## config.mk

```make
export PLATFORM = sky130hd
export DESIGN_NAME = ym_timers
export DESIGN_NICKNAME = d
export VERILOG_FILES = /design/src/rtl/ym_timers.sv
export SDC_FILE = /design/constraint.sdc
export NUM_CORES = 1
export LEC_CHECK = 0
export BUFFER_PORTS_ARGS = -buffer_cell sky130_fd_sc_hd__buf_4
export CAP_MARGIN = 5
export CORE_UTILIZATION = 57
export DETAILED_ROUTE_END_ITERATION = 8
export PLACE_DENSITY = 0.9
export SETUP_SLACK_MARGIN = 0.5
export SLEW_MARGIN = 0
export SYNTH_ARGS = -nofsm -noshare
export SYNTH_HDL_FRONTEND = slang
export SYNTH_SLANG_ARGS = --single-unit
```

## constraint.sdc

```tcl
create_clock -name phiM -period 2.6 [get_ports phiM]
set_input_delay 0.39 -clock phiM [delete_from_list [all_inputs] [get_ports phiM]]
set_output_delay 0.39 -clock phiM [all_outputs]
set_load 0.02 [all_outputs]
```

## src/rtl/ym_timers.sv

```systemverilog
// YM2151 Timer A / Timer B: prescaled up-counters with reload, sticky overflow
// flags gated by IRQEN, and the CSM key-on pulse driven by Timer A overflow.
module ym_timers (
  input  logic       phiM,
  input  logic       IC_b,
  input  logic [9:0] na,
  input  logic [7:0] nb,
  input  logic       ctrl_wr,
  input  logic [7:0] ctrl,
  output logic       TM_1,
  output logic       TM_2,
  output logic       csm_kon
);

  localparam logic [5:0] PRE_A_LAST = 6'd63;
  localparam logic [9:0] CNT_A_LAST = 10'd1023;
  localparam logic [9:0] PRE_B_LAST = 10'd1023;
  localparam logic [7:0] CNT_B_LAST = 8'd255;

  logic [5:0] pre_a_q, pre_a_d;
  logic [9:0] cnt_a_q, cnt_a_d;
  logic [9:0] pre_b_q, pre_b_d;
  logic [7:0] cnt_b_q, cnt_b_d;

  logic csm_q, csm_d;
  logic irqen_a_q, irqen_a_d;
  logic irqen_b_q, irqen_b_d;
  logic run_a_q, run_a_d;
  logic run_b_q, run_b_d;

  logic tm_1_q, tm_1_d;
  logic tm_2_q, tm_2_d;
  logic csm_kon_q, csm_kon_d;

  logic ovf_a;
  logic ovf_b;

  logic wr_csm, wr_frst_b, wr_frst_a, wr_irqen_b, wr_irqen_a, wr_load_b, wr_load_a;

  assign wr_csm     = ctrl[7];
  assign wr_frst_b  = ctrl[5];
  assign wr_frst_a  = ctrl[4];
  assign wr_irqen_b = ctrl[3];
  assign wr_irqen_a = ctrl[2];
  assign wr_load_b  = ctrl[1];
  assign wr_load_a  = ctrl[0];

  assign ovf_a = run_a_q && (pre_a_q == PRE_A_LAST) && (cnt_a_q == CNT_A_LAST);
  assign ovf_b = run_b_q && (pre_b_q == PRE_B_LAST) && (cnt_b_q == CNT_B_LAST);

  always_comb begin
    csm_d     = csm_q;
    irqen_a_d = irqen_a_q;
    irqen_b_d = irqen_b_q;
    run_a_d   = run_a_q;
    run_b_d   = run_b_q;
    if (ctrl_wr) begin
      csm_d     = wr_csm;
      irqen_a_d = wr_irqen_a;
      irqen_b_d = wr_irqen_b;
      run_a_d   = wr_load_a;
      run_b_d   = wr_load_b;
    end
  end

  // A start edge only happens while stopped, so it never collides with counting.
  always_comb begin
    pre_a_d = pre_a_q;
    cnt_a_d = cnt_a_q;
    if (run_a_q) begin
      pre_a_d = pre_a_q + 6'd1;
      if (pre_a_q == PRE_A_LAST) begin
        if (cnt_a_q == CNT_A_LAST) begin
          cnt_a_d = na;
        end else begin
          cnt_a_d = cnt_a_q + 10'd1;
        end
      end
    end
    if (ctrl_wr && wr_load_a && !run_a_q) begin
      cnt_a_d = na;
      pre_a_d = '0;
    end
  end

  always_comb begin
    pre_b_d = pre_b_q;
    cnt_b_d = cnt_b_q;
    if (run_b_q) begin
      pre_b_d = pre_b_q + 10'd1;
      if (pre_b_q == PRE_B_LAST) begin
        if (cnt_b_q == CNT_B_LAST) begin
          cnt_b_d = nb;
        end else begin
          cnt_b_d = cnt_b_q + 8'd1;
        end
      end
    end
    if (ctrl_wr && wr_load_b && !run_b_q) begin
      cnt_b_d = nb;
      pre_b_d = '0;
    end
  end

  // Set is ORed in after the clear so an overflow beats a same-edge F-reset.
  always_comb begin
    tm_1_d = tm_1_q;
    tm_2_d = tm_2_q;
    if (ctrl_wr && wr_frst_a) begin
      tm_1_d = 1'b0;
    end
    if (ctrl_wr && wr_frst_b) begin
      tm_2_d = 1'b0;
    end
    if (ovf_a && irqen_a_q) begin
      tm_1_d = 1'b1;
    end
    if (ovf_b && irqen_b_q) begin
      tm_2_d = 1'b1;
    end
    csm_kon_d = ovf_a && csm_q;
  end

  always_ff @(posedge phiM or negedge IC_b) begin
    if (!IC_b) begin
      pre_a_q   <= '0;
      cnt_a_q   <= '0;
      pre_b_q   <= '0;
      cnt_b_q   <= '0;
      csm_q     <= 1'b0;
      irqen_a_q <= 1'b0;
      irqen_b_q <= 1'b0;
      run_a_q   <= 1'b0;
      run_b_q   <= 1'b0;
      tm_1_q    <= 1'b0;
      tm_2_q    <= 1'b0;
      csm_kon_q <= 1'b0;
    end else begin
      pre_a_q   <= pre_a_d;
      cnt_a_q   <= cnt_a_d;
      pre_b_q   <= pre_b_d;
      cnt_b_q   <= cnt_b_d;
      csm_q     <= csm_d;
      irqen_a_q <= irqen_a_d;
      irqen_b_q <= irqen_b_d;
      run_a_q   <= run_a_d;
      run_b_q   <= run_b_d;
      tm_1_q    <= tm_1_d;
      tm_2_q    <= tm_2_d;
      csm_kon_q <= csm_kon_d;
    end
  end

  assign TM_1    = tm_1_q;
  assign TM_2    = tm_2_q;
  assign csm_kon = csm_kon_q;

endmodule

```

Word level (Yosys, flattened, before mapping)
Index checks and enable logic that the tools add are counted.

storage, ports and cells
  flip-flop bits (word level) = 42
  input port bits = 29
  output and inout port bits = 3
  word-level logic and storage cells = 59

cells by class
  $add $sub $neg = 4
  equal/unequal tests = 4
  muxes and demuxes = 16
  reductions and logical operators = 23

operators by type and width
  cell                   count
  $mux 10                6
  $mux 8                 4
  $add 10x1->10 const B  2
  $eq 10x10->1 const B   2
  $logic_and 1x1->1      13
  $mux 6                 2
  $reduce_bool 2->1      6
  $add 8x1->8 const B    1
  $eq 8x8->1 const B     1
  $add 6x1->6 const B    1
  $eq 6x6->1 const B     1
  $mux 1                 4
  $reduce_and 2->1       2
  $logic_not 1->1        2

Depth between registers and ports, before layout
Gate-level depths: netlist of the first run.

  depth after elaboration = 5
  gate-level depth with buffers = 6
  depth with buffers taken out = 5

Worst setup path after synthesis of the first run
Ideal clock, no wire load.

  kind = register -> register
  start = register pre_a_q[0]
  end = register cnt_a_q[8]
  arrival = 1.758 ns
  required time = 2.531 ns
  slack = 0.773 ns
  cell stages (with the launch flop) = 7
  path buffers = 1
  cell sequence = dfrtp_1 -> ha_1 -> nand3_2 -> or3_1 -> clkbuf_2 -> or4_1 -> nand3_1

on the way
  word-level cells in the longest chain between the ends = 3

ends and longest elaborated chain
  element                             line  RTL
  from (decl)                         20    logic [5:0] pre_a_q, pre_a_d;
  from (signal assigned)              139   pre_a_q <= pre_a_d;
  $eq 6x6->1                          72    if (pre_a_q == PRE_A_LAST) begin
  $reduce_bool 2->1 (no source line)  n/a
  $reduce_and 2->1 (no source line)   n/a
  to (signal assigned)                140   cnt_a_q <= cnt_a_d;
  to (decl)                           21    logic [9:0] cnt_a_q, cnt_a_d;

No other way between the ends.
A chain may end at the register's enable or synchronous reset.

Worst setup path after layout of the first run
Ends and elaborated chain as after synthesis.

==> flow_summary.toml, run 1 <==
[grt]
gr-usage-all-layers = 0.264
grt_pass1_vias = 1928
gr-max-usage-layer = "met2"
met3_usage = 0.0669
grt-ovfl-total = 0
grt_pass1_wl_um = 8320
globalRouteMet1Util = 0.355
grt_max_degree = 43
antenna_found_initial = 0
grt_use_met2 = 0.398

[clocking]
cts_tree = "done"
postCtsSetupBuffers = 0
clkLatencyLatePin_ps = 300
cts_num_sinks = 42
clock_path_buffers = 2
post_cts_resized = 0
cts_buffers = 5
path_clk_slew_ps = 80
ctsHoldBuffers = 0
htreeDepth = 2
cts_root_buf = "clkbuf_8"

[synth]
ys_ff_latch = 42
synth-async-reset-ratio = 1.00
synth_mux_area_frac = 0.0412
synth_edf_count = 0
synthFlopType = "dfrtp_1"
synth_compound_gate_area_share = 0.190
synth_top_family_by_area = "simple AND/OR/NAND/NOR gates"
synth_fa_ha_area_frac = 0.0223
netlist_area_sq_um = 2250
syn_inst = 238
synth_seq_area_share = 0.468
ys_types = 48
synth_warnings = 0
synth-xor-area-share = 0.0156
synth_simple_gate_area_frac = 0.242
syn_nets = 271
syn_area_per_cell_sq_um = 9.44

[floorplanning]
dieHeight_um = 64.8
dieArea_sq_um = 4200
start_util = 0.605
core_area_sq_um = 3720
die_x_um = 64.8
pin_count = 32
placementRows = 22

[placement]
io_buffers = 30
gp_congestion = 0.852
place_ws_ps = 555
place_hpwl_um = 3450
dp_cells = 313

[worst_setup_path]
cp_max_fo = 8
startpoint_type = "flop"
end_kind = "flop"
cp.arrival_ps = 2210
worstPathRequired_ps = 2830
critical_path_class = "flop to flop"

[timing]
period_minus_slack_ps = 1980
hold_viol = 0
min_period_over_period = 0.760
finalMaxSlewViolations = 0
finalSetupViolCount = 0
fin_ws_ps = 624
slew_headroom = 0.630
fin_tns_setup_ps = 0
worst_pin_slew_ps = 553
rsz0062_at_grt = "false"
worst_clock_skew_ps = 5.57
clock.fmax_ghz = 0.506

[route]
drc = 0
num_vias = 2020
first_pass_iters = 5
ant_nets = 0
wl_um = 4850
viasPerCell = 6.31
drt_iter0_drc = 133
wl_per_cell_um = 15.2

[cells_and_area]
antenna_cells = 0
utilization = 0.703
drive_above_1_share = 0.180
nets = 305
layout.cells.non_filler = 320
layout_common_cells = "dfrtp_1 (42), buf_4 (32), nand2_1 (30)"
areaGrowthSynthToFinish_pct = 16.2
final_common_cell = "dfrtp_1"

[outcome]
outcome = "finished clean"

[power_and_ir_drop]
p_leak_nw = 1.14
vdd_drop_max_v = 0.000450
p_per_area_nw_per_um2 = 641
power_mw = 1.67

[worst_hold_path]
hold_path_class = "input port to asynchronous set/reset pin"

[run]
max_cap_violations = 0
[through the flow]
step,cell area (sq um),hold WS [ps]
detailed placement,2530,403
finish,2610,64.0
CTS,2600,83.2
floorplan,2250,94.4
global placement,2530,407
global route,2610,104
[metal layers]
metal / share of wire / vias to the layer above
li1: - / 963
met1: 0.45 / 971
met2: 0.47 / 77
met3: 0.056 / 9
met4: 0.020 / 0
met5: 0 / -
[cells in the mapped netlist, drive strengths merged, types with 6 or more instances]
cell / number / area (sq um)
a211oi: 6 / 45.0
a21oi: 8 / 40.0
and3: 7 / 43.8
dfrtp: 42 / 1050
inv: 7 / 26.3
mux2i: 7 / 70.1
nand2: 30 / 113
nand3: 17 / 95.1
nand4: 6 / 37.5
nor2: 15 / 56.3
nor3: 10 / 55.1
nor4: 7 / 43.8
o21ai: 19 / 95.1
[critical path: stages, from the launching register on]
cell and delay, ps:
dfrtp_1 420, ha_1 250, nand3_2 190, or3_4 450
or4_1 520, nand3_1 90
[kinds of logic after synthesis]
logic type | count (synthesis)
xor gates and xnor gates | 4
and+or+nand+nor | 105
buffers and inverters | 12
DFF | 42
muxes | 9
adders and majority gates | 4
AOI/OAI and AO/OA | 62
[report_power, final]
| group | switching, mW | internal, mW | leakage [nW] | total (mW) |
|---|---|---|---|---|
| registers | 0.143 | 0.766 | 0.524 | 0.909 |
| clock network | 0.219 | 0.185 | 0.0383 | 0.404 |
| logic | 0.188 | 0.173 | 0.582 | 0.361 |
[final timing paths]
check	slack (ps)	from	end	cells past startpoint
max	620	pre_a_q[0]	cnt_a_q[8]	5
min	60	IC_b	cnt_a_q[2]	1
max reg2reg	620	pre_a_q[0]	cnt_a_q[8]	5
min reg2reg	480	pre_b_q[9]	pre_b_q[9]	1
max in group asynchronous	2180	IC_b	cnt_b_q[4]	1
min in group phiM	300	na[3]	cnt_a_q[3]	2
[registers in the layout (all words and copies together) (netlist names), 6 cells and up]
| register | cells |
|---|---|
| cnt_b_q | 8 |
| cnt_a_q | 10 |
| pre_b_q | 10 |
| pre_a_q | 6 |
[final cells by class]
cell class / count / area, sq um
Sequential cell: 42 / 1050
Tap cell: 48 / 60.1
Clock buffer: 7 / 76.3
Multi-Input combinational cell: 184 / 1160
Inverter: 7 / 26.3
Timing Repair Buffer: 32 / 240
Fill cell: 302 / 1100
Note: power is estimated with default switching activity, not from simulation.
==> run 2: changes to the inputs <==
--- a/config.mk
+++ b/config.mk
@@ -5,11 +5,12 @@
 export SDC_FILE = /design/constraint.sdc
 export NUM_CORES = 1
 export LEC_CHECK = 0
+export ABC_AREA = 1
 export BUFFER_PORTS_ARGS = -buffer_cell sky130_fd_sc_hd__buf_4
 export CAP_MARGIN = 5
-export CORE_UTILIZATION = 57
+export CORE_UTILIZATION = 52
 export DETAILED_ROUTE_END_ITERATION = 8
-export PLACE_DENSITY = 0.9
+export PLACE_DENSITY = 0.87
 export SETUP_SLACK_MARGIN = 0.5
 export SLEW_MARGIN = 0
 export SYNTH_ARGS = -nofsm -noshare
==> constraint.sdc (replaced) <==
create_clock -name phiM -period 1.7 [get_ports phiM]
set_input_delay 0.255 -clock phiM [delete_from_list [all_inputs] [get_ports phiM]]
set_output_delay 0.255 -clock phiM [all_outputs]
set_load 0.02 [all_outputs]
==> flow_summary.toml, run 2 <==
[outcome]
outcome = "finished with violations"
violations = "DRC"

[synth]
synthTopCellsByArea = "dfrtp_1 (42%), nand2_1 (18%), inv_1 (7.9%)"
synth.top_cells.by_count = "nand2_1 (116), inv_1 (52), dfrtp_1 (42)"
syn_nets = 374
ys_types = 29
synth_seq_area_share = 0.424
yosys.area.top_type = "dfrtp_1"
synth_edf_count = 0
syn_inst = 341
yosysMostFrequentCell = "nand2_1"
yosysTopAreaCellShare = 0.424
ys_ff_latch = 42
synthFlopType = "dfrtp_1"
synth_warnings = 0
syn_area_per_cell_sq_um = 7.27
netlist_area_sq_um = 2480
synth-async-reset-ratio = 1.00

[power_and_ir_drop]
p_leak_nw = 1.81
p_per_area_nw_per_um2 = 1010
vdd_drop_max_v = 0.000579
power_mw = 3.37

[cells_and_area]
top_regs = "cnt_a_q (10), pre_b_q (10), cnt_b_q (8)"
final_common_cell = "nand2_1"
final_area_sq_um = 3350
layout_common_cells = "nand2_1 (100), buf_4 (57), inv_1 (48)"
nets = 442
drive_above_1_share = 0.333
utilization = 0.748
antenna_cells = 0
areaGrowthSynthToFinish_pct = 34.9

[worst_setup_path]
worstPathCellList = "nand2_1 -> inv_1 -> nand4_4 -> buf_4 -> nor3_1"
end_kind = "flop"
cp_max_fo = 8
startpoint_type = "flop"
path_buf_inv = 2
cp.arrival_ps = 1740
worstPathRequired_ps = 1900
critical_path_class = "flop to flop"
cp_top_family = "simple AND/OR/NAND/NOR gates"
max_stage_delay_ps = 460
worst_path_max_delay_cell = "dfrtp_1"

[placement]
dpl_cell_area_sq_um = 2780
place_ws_ps = 197
gp_congestion = 0.829
place_hpwl_um = 3590
io_buffers = 30

[worst_hold_path]
hold_path_class = "input port to flop"

[timing]
min_period_over_period = 0.905
finalSetupViolCount = 0
period_minus_slack_ps = 1540
rsz0062_at_grt = "true"
fin_ws_ps = 162
fin_tns_setup_ps = 0
worst_clock_skew_ps = 16.3
slew_headroom = 0.627
worst_pin_slew_ps = 559
clock.fmax_ghz = 0.650
hold_viol = 0
finalMaxSlewViolations = 0

[floorplanning]
placementRows = 24
core_area_sq_um = 4470
die_x_um = 71.1
pin_count = 32
dieArea_sq_um = 5050
start_util = 0.554
dieHeight_um = 71.1

[clocking]
clock_path_buffers = 2
path_clk_slew_ps = 80
htreeDepth = 2
cts_num_sinks = 42
cts_root_buf = "clkbuf_8"
cts_buffers = 5
cts_tree = "done"
clkLatencyLatePin_ps = 310

[route]
drc = 2
first_pass_iters = 7
num_vias = 2643
drt_iter0_drc = 255
viasPerCell = 5.75
ant_nets = 0
wl_um = 7220
wl_per_cell_um = 15.7

[grt]
grt_use_met2 = 0.459
grt_pass1_vias = 2469
grt-ovfl-total = 0
grt_pass1_wl_um = 10300
grt_max_degree = 43
globalRouteMet1Util = 0.299
antenna_found_initial = 0
gr-usage-all-layers = 0.258
gr-max-usage-layer = "met2"
met3_usage = 0.0513

[run]
max_cap_violations = 0
==> run 2: cell families (layout without fill, tap and decap cells) <==
group           after synthesis  in the layout  synth area share
buf+inv                      61            127             0.107
xor+xnor                      5              5            0.0177
fa+ha+maj                     4              4            0.0202
mux                           2              2           0.00908
flops                        42             42             0.424
simple gates                192            193             0.346
compound gates               35             35            0.0757
==> run 2: final cells by class <==
| cell class | count | area [sq um] |
|---|---|---|
| clock buffers | 6 | 82.6 |
| fillers | 287 | 1130 |
| inverters | 55 | 214 |
| multi-input cells | 239 | 1390 |
| flip-flops and latches | 42 | 1050 |
| well taps | 52 | 65.1 |
| repair buffers | 66 | 537 |
==> run 2: metrics by stage <==
step / hold slack, ps / instances
floorplan: -40.6 / 341
global placement: 275 / 423
detailed placement: 280 / 423
CTS: 170 / 453
global route: 201 / 460
finish: 167 / 460
==> run 2: path summary, 6_finish.rpt <==
| kind | endpoint | startpoint | slack (ps) | depth (start not counted) |
|---|---|---|---|---|
| max | csm_kon | cnt_a_q[5] | 160 | 5 |
| min | csm_q | ctrl[7] | 170 | 3 |
| max reg2reg | csm_kon | cnt_a_q[5] | 160 | 5 |
| min reg2reg | TM_1 | irqen_a_q | 470 | 2 |
| max in group asynchronous | run_b_q | IC_b | 790 | 2 |
| min in group asynchronous | cnt_a_q[9] | IC_b | 480 | 2 |
==> run 2: worst reg2reg max path, cell delays in order, from the launching register on <==
cell and delay, ps:
dfrtp_1 460, nand2_1 200, inv_1 140, nand4_4 220, buf_4 210, nor3_1 210
==> run 2: metal layers <==
metal  part of all wire  vias up
met4              0.041        0
met3              0.062       35
met2               0.51      135
met5                  0        -
li1                   -     1211
met1               0.39     1262
==> run 2: where the power goes <==
part | internal, mW | switching [mW] | total, mW
registers | 1.22 | 0.284 | 1.51
logic | 0.549 | 0.644 | 1.19
clock network | 0.314 | 0.355 | 0.669
total | 2.09 | 1.28 | 3.37
==> run 2: what timing repair did <==
action                     in CTS  in global routing
setup buffers                  22                  7
hold buffers                    1                  0
resized for setup              25                 46
hold endpoints to repair       42                  0
cloned                          1                  0
pin swaps                      11                 19
setup endpoints to repair      25                 29
